<file path="src/rtl/is_array_scheduler.sv">
// Sequences one systolic-array job: load ARRAY_WIDTH input beats, stream num_vec weight
// vectors, then drain the pipeline until every accepted vector has produced its aligned psum.
module is_array_scheduler #(
  parameter int unsigned ARRAY_HEIGHT = 4,
  parameter int unsigned ARRAY_WIDTH  = 4,
  parameter int unsigned PIPE_LATENCY = ARRAY_HEIGHT + ARRAY_WIDTH,
  parameter int unsigned CNT_WIDTH    = 16
) (
  input  logic                 clk,
  input  logic                 rst_n,
  input  logic                 start,
  input  logic [CNT_WIDTH-1:0] num_vec,
  output logic                 busy,
  output logic                 done,
  input  logic                 in_valid,
  output logic                 in_ready,
  input  logic                 w_valid,
  output logic                 w_ready,
  input  logic                 out_ready,
  output logic                 input_en,
  output logic                 process_en,
  output logic                 psum_valid
);

  localparam int unsigned LdW = (ARRAY_WIDTH > 1) ? $clog2(ARRAY_WIDTH) : 1;
  localparam logic [LdW-1:0] LdLast = LdW'(ARRAY_WIDTH - 1);

  typedef enum logic [1:0] {StIdle, StLoad, StStream, StDrain} state_e;

  state_e                  state_q, state_d;
  logic [CNT_WIDTH-1:0]    num_vec_q, num_vec_d;
  logic [CNT_WIDTH-1:0]    vec_cnt_q, vec_cnt_d;
  logic [LdW-1:0]          load_cnt_q, load_cnt_d;
  logic [PIPE_LATENCY-1:0] valid_sr_q, valid_sr_d;
  logic [PIPE_LATENCY-1:0] accept_vec;
  logic                    accept;

  always_comb begin
    state_d    = state_q;
    num_vec_d  = num_vec_q;
    vec_cnt_d  = vec_cnt_q;
    load_cnt_d = load_cnt_q;
    valid_sr_d = valid_sr_q;
    in_ready   = 1'b0;
    input_en   = 1'b0;
    w_ready    = 1'b0;
    process_en = 1'b0;
    accept     = 1'b0;
    done       = 1'b0;

    case (state_q)
      StIdle: begin
        if (start) begin
          state_d    = StLoad;
          num_vec_d  = num_vec;
          vec_cnt_d  = '0;
          load_cnt_d = '0;
          valid_sr_d = '0;
        end
      end
      StLoad: begin
        in_ready = 1'b1;
        input_en = in_valid;
        if (in_valid) begin
          load_cnt_d = load_cnt_q + LdW'(1);
          if (load_cnt_q == LdLast) begin
            state_d = (num_vec_q == '0) ? StDrain : StStream;
          end
        end
      end
      StStream: begin
        w_ready    = out_ready;
        process_en = w_valid & out_ready;
        accept     = process_en;
        if (accept) begin
          vec_cnt_d = vec_cnt_q + CNT_WIDTH'(1);
          // Compare against num_vec-1 so the counter never has to reach 2^CNT_WIDTH.
          if (vec_cnt_q == num_vec_q - CNT_WIDTH'(1)) begin
            state_d = StDrain;
          end
        end
      end
      StDrain: begin
        process_en = out_ready;
        if (valid_sr_q == '0) begin
          done    = 1'b1;
          state_d = StIdle;
        end
      end
      default: state_d = StIdle;
    endcase

    accept_vec    = '0;
    accept_vec[0] = accept;
    // The in-flight tracker moves in lockstep with the array, so it freezes on a stall.
    if (process_en) begin
      valid_sr_d = (valid_sr_q << 1) | accept_vec;
    end
  end

  assign busy       = (state_q != StIdle);
  assign psum_valid = process_en & valid_sr_q[PIPE_LATENCY-1];

  always_ff @(posedge clk or negedge rst_n) begin
    if (!rst_n) begin
      state_q    <= StIdle;
      num_vec_q  <= '0;
      vec_cnt_q  <= '0;
      load_cnt_q <= '0;
      valid_sr_q <= '0;
    end else begin
      state_q    <= state_d;
      num_vec_q  <= num_vec_d;
      vec_cnt_q  <= vec_cnt_d;
      load_cnt_q <= load_cnt_d;
      valid_sr_q <= valid_sr_d;
    end
  end

endmodule

</file>
<file path="config.mk">
export PLATFORM = sky130hd
export DESIGN_NAME = is_array_scheduler
export DESIGN_NICKNAME = d
export VERILOG_FILES = /design/src/rtl/is_array_scheduler.sv
export SDC_FILE = /design/constraint.sdc
export NUM_CORES = 1
export LEC_CHECK = 0
export ABC_CLOCK_PERIOD_IN_PS = 2680
export CAP_MARGIN = 10
export CORE_MARGIN = 5
export CORE_UTILIZATION = 45
export CTS_CLUSTER_SIZE = 12
export DETAILED_ROUTE_END_ITERATION = 12
export GPL_TIMING_DRIVEN = 0
export PLACE_DENSITY = 0.64
export SLEW_MARGIN = 25
export SYNTH_ARGS = -nofsm -noshare
export SYNTH_HDL_FRONTEND = slang
export SYNTH_SLANG_ARGS = --single-unit
</file>
<file path="constraint.sdc">
create_clock -name clk -period 2.68 [get_ports clk]
set_input_delay 0.804 -clock clk [delete_from_list [all_inputs] [get_ports clk]]
set_output_delay 0.804 -clock clk [all_outputs]
set_load 0.01 [all_outputs]
</file>
==> results of run 1 <==
Yosys cell counts (all sizes together), types with 3 or more instances:
library cell / n
or3: 4
dfrtp: 44
a21oi: 6
nor3: 6
nand2: 32
nor2: 29
clkbuf: 5
and3: 6
o31ai: 3
mux2: 17
a31oi: 3
o21ai: 6
ha: 8
xor2: 15
nor2b: 3
nand4b: 3
nor4: 4
xnor2: 18
and2: 4
nand4: 7
nand3: 16
inv: 12
logic make-up after synthesis:
family                   share of synthesized area
buffers and inverters                       0.0313
XOR/XNOR                                     0.108
AND/OR/NAND/NOR                              0.243
adder cells (fa/ha/maj)                     0.0374
AO/OA/AOI/OAI                               0.0880
multiplexers                                0.0805
flip-flops                                   0.412
path summary, 6_finish.rpt:
path | start | to | slack [ns] | cells past startpoint
worst max register to register | num_vec_q[0] | state_q[1] | 0.11 | 8
worst min-delay path | rst_n | num_vec_q[3] | 0.42 | 1
max in group asynchronous | rst_n | state_q[1] | 1.76 | 2
worst max-delay path | in_valid | input_en | 0.05 | 3
min in group clk | valid_sr_q[1] | valid_sr_q[2] | 0.52 | 2
worst min register to register | valid_sr_q[1] | valid_sr_q[2] | 0.52 | 2
power breakdown:
| group | internal (uW) | switching (uW) |
|---|---|---|
| clock | 276 | 241 |
| combinational | 820 | 770 |
| sequential | 867 | 278 |
| total | 1960 | 1290 |
layer usage:
metal / global-route usage / vias to the layer above / share of wire / routed length (um)
met5: 0 / - / 0 / 0
met4: 0.0666 / 0 / 0.023 / 132
met3: 0.0350 / 13 / 0.041 / 238
met2: 0.266 / 39 / 0.48 / 2770
met1: 0.202 / 993 / 0.45 / 2600
li1: - / 1055 / - / -
what timing repair did:
item,CTS,global route
resized for setup,23,9
cloned,0,0
pin swaps,1,1
setup endpoints to repair,10,7
endpoints found under the hold margin,0,0
setup buffers,4,1
registers in the layout, indices dropped and copies added (netlist names):
name	flops
valid_sr_q	8
load_cnt_q	2
vec_cnt_q	16
state_q	2
num_vec_q	16
worst reg2reg max path, stage by stage (launching register included):
cell,delay [ns]
dfrtp_2,0.47
inv_1,0.12
ha_4,0.18
nor3b_4,0.31
nand2_1,0.12
or4_1,0.46
and3_1,0.17
o31a_1,0.33
mux2_4,0.32
stage by stage:
stage,hold WS [ns],instance area [sq um],cells,utilization,TNS (ns)
2_1_floorplan,0.461,2680,279,-,0
3_3_place_gp,0.482,3050,382,0.521,-25.26
3_5_place_dp,0.483,3060,383,0.524,-6.20
4_1_cts,0.434,3260,395,0.556,0
5_1_grt,0.449,3300,396,0.564,-0.0117
6_report,0.421,3300,396,0.564,0
cells in the final DEF (no fill, tap or decap), drive strengths merged, types with 4 or more instances in the layout:
cell type,instances
dfrtp,44
nand2,32
nor2,29
clkdlybuf4s50,21
xnor2,18
mux2,17
nand3,16
xor2,15
inv,12
clkbuf,10
buf,10
ha,8
nand4,7
and3,6
a21oi,6
o21ai,6
nor3,6
dlygate4sd2,4
and2,4
nor4,4
or3,4
final cells by class:
| class | instances | area, sq um |
|---|---|---|
| plain buffers | 7 | 35.0 |
| clock buffers | 5 | 68.8 |
| clock inverters | 3 | 42.5 |
| fillers | 536 | 2550 |
| inverters | 13 | 53.8 |
| multi-input cells | 215 | 1580 |
| flip-flops and latches | 44 | 1100 |
| well taps | 75 | 93.8 |
| repair buffers | 34 | 324 |
==> impl_results.md, run 1 <==
- Crit path buf inv count: 2
- Post-synthesis cell area: between 0.002 and 0.003 sq mm
- Worst-Skew Late Latency: roughly 0.30 ns
- Critical Path RT: 1.88 ns
- Overall Power: approximately 3300 uW
- DRT Pass-1 Iters: 5
- Minimum clock period after layout: 2.63 ns
- CTS tree: built
- Distinct cells, synth: 52
- Synth top area share: 0.412
- Seq cells post-synth: 44
- Hold WC Path Type: primary input to asynchronous set/reset pin
- First-pass GRT wire length: 9.63 mm
- Largest cells by area after synthesis: dfrtp_1, mux2_2, xnor2_1
- H-tree depth: 2
- CP peak stage delay: about 0.54 ns
- Place WS: -0.963 ns
- DR vias: 2,100
- Post-Syn Instances: approximately 280
- DPL Wire Length: about 4.2 mm
- Die Ht: 87.1 um
- Tightest Pin Transition: around 0.6 ns
- CTS Hold Bufs: 0
- Final setup violation count: 0
- Via density: 5.30
- Clock buffer depth: 2
- DRC: 0
- PortBufs: 28
- Initial antenna violation count: 0
- I/O pin count: 29
- Clock-pin slew on the worst setup and hold paths: 0.09 ns
- Avg WL per Cell: 14.5 um
- Row count: 28
- Starting density of the core: 0.457
- CP delay by family, top: buffers and inverters
- Number of global-route vias before repair: 2,111
- Run status: finished clean
- Max cap viols: 0
- Root buffer cell: clkbuf_8
- Final Wtd Congestion: slightly below 0.8
- Peak VDD IR: 463 uV
- Fin. max-slew vios: 0
- Critical path peak fanout: 6
- Post-synth top area cell: dfrtp_1
- Crit path DAT: 1.82 ns
- Die area: 0.00758 sq mm
- Global Route Usage Sum: 0.161
- Crit Path Class: primary input to primary output
- Layout cells sized above 1: 0.190
- Async SR Flop Fraction: 1.00
- Largest net degree at the start of global routing: 28
- FMAX: about 380 MHz
- Post-synth net total: 309
- Slowest CP cell: clkdlybuf4s50_1
- CTS Buf Count: 5
- Fin nets: 350
- Die W: just under 90 um
- Post-synth top flop: dfrtp_1
- Crit start category: primary input
- Ant diodes: 0
- Post-synth EDFFs: 0
- Final Skew: 0.00787 ns
- GRT overflow: 0
- Ys Warns: 0
- Fin crit share: 0.980
- Syn Area/Cell: about 9.6 sq um
- P&R area growth vs syn: 23.4%
- CP Capture Type: primary output
- CTS Sinks: 44
- Power per cell area: 986 mW/mm^2
- Initial DRC Count: 111
- Routed Antenna Nets: 0
- Worst path cell trace: dlygate4sd2_1 > and2_1 > clkdlybuf4s50_1
- Final hold violation count: 0
- Final WS setup: 0.0529 ns
- Core Region: 0.00585 sq mm
- Final WL: 5.74 mm
- Max-slew headroom: 0.597
- Seq/Total Area, Yosys: 0.412
- Leak pwr: 0.00142 uW
No activity file was read; power rests on OpenSTA's default activity.
==> run 2, diff against run 1 <==
--- a/config.mk
+++ b/config.mk
@@ -11,7 +11,6 @@
 export CORE_UTILIZATION = 45
 export CTS_CLUSTER_SIZE = 12
 export DETAILED_ROUTE_END_ITERATION = 12
-export GPL_TIMING_DRIVEN = 0
 export PLACE_DENSITY = 0.64
 export SLEW_MARGIN = 25
 export SYNTH_ARGS = -nofsm -noshare
==> impl_results.md, run 2 (synthesis results as in run 1) <==
- Crit path DAT: 1.81 ns
- RSZ-0062 raised after global routing: false
- FMAX: 383 MHz
- Layout cells sized above 1: 0.221
- Psw: 1260 uW
- Critical Path RT: 1.88 ns
- Power per cell area: ~950 mW/mm^2
- Die Ht: a little under 90 um
- DRT Pass-1 Iters: 4
- Placed insts: 400
- Crit start category: primary input
- DR vias: 2,151
- Most frequent cells in the layout: dfrtp_1, nand2_1, nor2_1
- Routed Antenna Nets: 0
- DPL Wire Length: 4.32 mm
- Fin. max-slew vios: 0
- Global Route Usage Sum: 0.163
- Root buffer cell: clkbuf_8
- Final setup violation count: 0
- Fin crit share: 0.975
- Starting density of the core: 0.457
- Final Skew: 0.00914 ns
- Max cap viols: 0
- Placed cell area: 0.00322 sq mm
- I/O pin count: 29
- PortBufs: 28
- Clock network fraction of total power: 0.132
- GR Util met3: 0.0312
- Non-filler cells in the finished layout: 410
- Met2 Usage GRT: 0.275
- Critical path peak fanout: 3
- Final Wtd Congestion: between 0.8 and 0.9
- Via density: 5.25
- Flop pwr share: 0.357
- Run status: finished clean
- GRT overflow: 0
- Worst-Skew Late Latency: 0.30 ns
- Die area: about 0.0076 sq mm
- Initial antenna violation count: 0
- Final WL: 5.77 mm
- Largest net degree at the start of global routing: 26
- Die W: 87.1 um
- GRT Max-Usage Layer: met2
- Minimum clock period after layout: 2.61 ns
- Hold WC Path Type: primary input to asynchronous set/reset pin
- DRC: 0
- CTS Hold Bufs: 0
- Max-slew headroom: 0.646
- H-tree depth: 2
- Initial DRC Count: 97
- Leak pwr: 0.00153 uW
- Combinational power share: 0.510
- CP Capture Type: primary output
- Peak VDD IR: approximately 460 uV
- Tightest Pin Transition: 0.532 ns
- Largest registers: num_vec_q (16), vec_cnt_q (16), valid_sr_q (8)
- Ant diodes: 0
- CTS Buf Count: 5
- CTS tree: built
- Int Pwr: 1950 uW
- Commonest non-fill, non-tap cell in the layout: dfrtp_1
- P&R area growth vs syn: 26.2%
- Final hold violation count: 0
- Final instance area: 0.00337 sq mm
- Avg WL per Cell: around 14 um
- Sw Ratio: 0.393
- Row count: 28
- Crit Path Class: primary input to primary output
- Core Region: approximately 0.0059 sq mm
- CTS Sinks: 44
- Fin nets: 364
- Clock-pin slew on the worst setup and hold paths: 0.08 ns
- Filler cells: between 500 and 600
- GR Util met1: 0.205
- First-pass GRT wire length: 9.81 mm
- Clock buffer depth: 2
- Number of global-route vias before repair: 2,167
[run 2: cell type report]
type	instances	area, sq um	area share
Clock buffer	6	82.6	0.0245
Clock inverter	2	10.0	0.00297
Inverter	13	50.0	0.0148
Multi-Input combinational cell	215	1540	0.455
Sequential cell	44	1100	0.327
Tap cell	75	93.8	0.0278
Timing Repair Buffer	55	499	0.148
[run 2: stage by stage]
stage	TNS [ns]	power, uW	hold WS [ns]	worst slack [ns]	utilization
2_1_floorplan	0	2170	0.461	0.0817	-
3_3_place_gp	-1.97	2680	0.477	-0.420	0.551
3_5_place_dp	-2.16	2720	0.475	-0.429	0.551
4_1_cts	0	3170	0.485	0.0190	0.567
5_1_grt	0	3470	0.518	0.0122	0.577
6_report	0	3210	0.475	0.0673	0.577
[run 2: routing by layer]
metal | vias to the layer above | wire, um
met5 | - | 0
met4 | 0 | 88
met3 | 7 | 213
met2 | 27 | 2870
met1 | 1033 | 2600
li1 | 1084 | -
[run 2: timing repair]
action                     4_1_cts  5_1_grt
gates cloned                     0        0
buffers inserted                 1        1
hold endpoints to repair         0        0
pin swaps                        4        3
resized for setup               13       11
setup endpoints to repair        6        5
[run 2: power by group through the flow]
stage / registers [uW] / clock network (uW) / logic [uW]
detailed placement: 1150 / 0 / 1580
finish: 1150 / 424 / 1640
global placement: 1130 / 0 / 1550
CTS: 1130 / 444 / 1590
global route: 1180 / 467 / 1820
floorplan: 1070 / 0 / 1090
[run 2: final timing paths]
kind	endpoint	from	slack, ns	depth (start not counted)
setup reg to reg	state_q[1]	state_q[1]	0.18	9
setup / recovery	psum_valid	w_valid	0.07	6
hold / removal	num_vec_q[0]	rst_n	0.47	1
min in group clk	valid_sr_q[2]	valid_sr_q[1]	0.52	2
max in group asynchronous	vec_cnt_q[14]	rst_n	1.70	2
hold reg to reg	valid_sr_q[2]	valid_sr_q[1]	0.52	2
[run 2: critical path: stages]
cell	delay [ns]
dlygate4sd2_1	0.24
and2_4	0.16
o21ai_4	0.15
clkinv_2	0.08
and2_1	0.15
clkdlybuf4s15_2	0.21
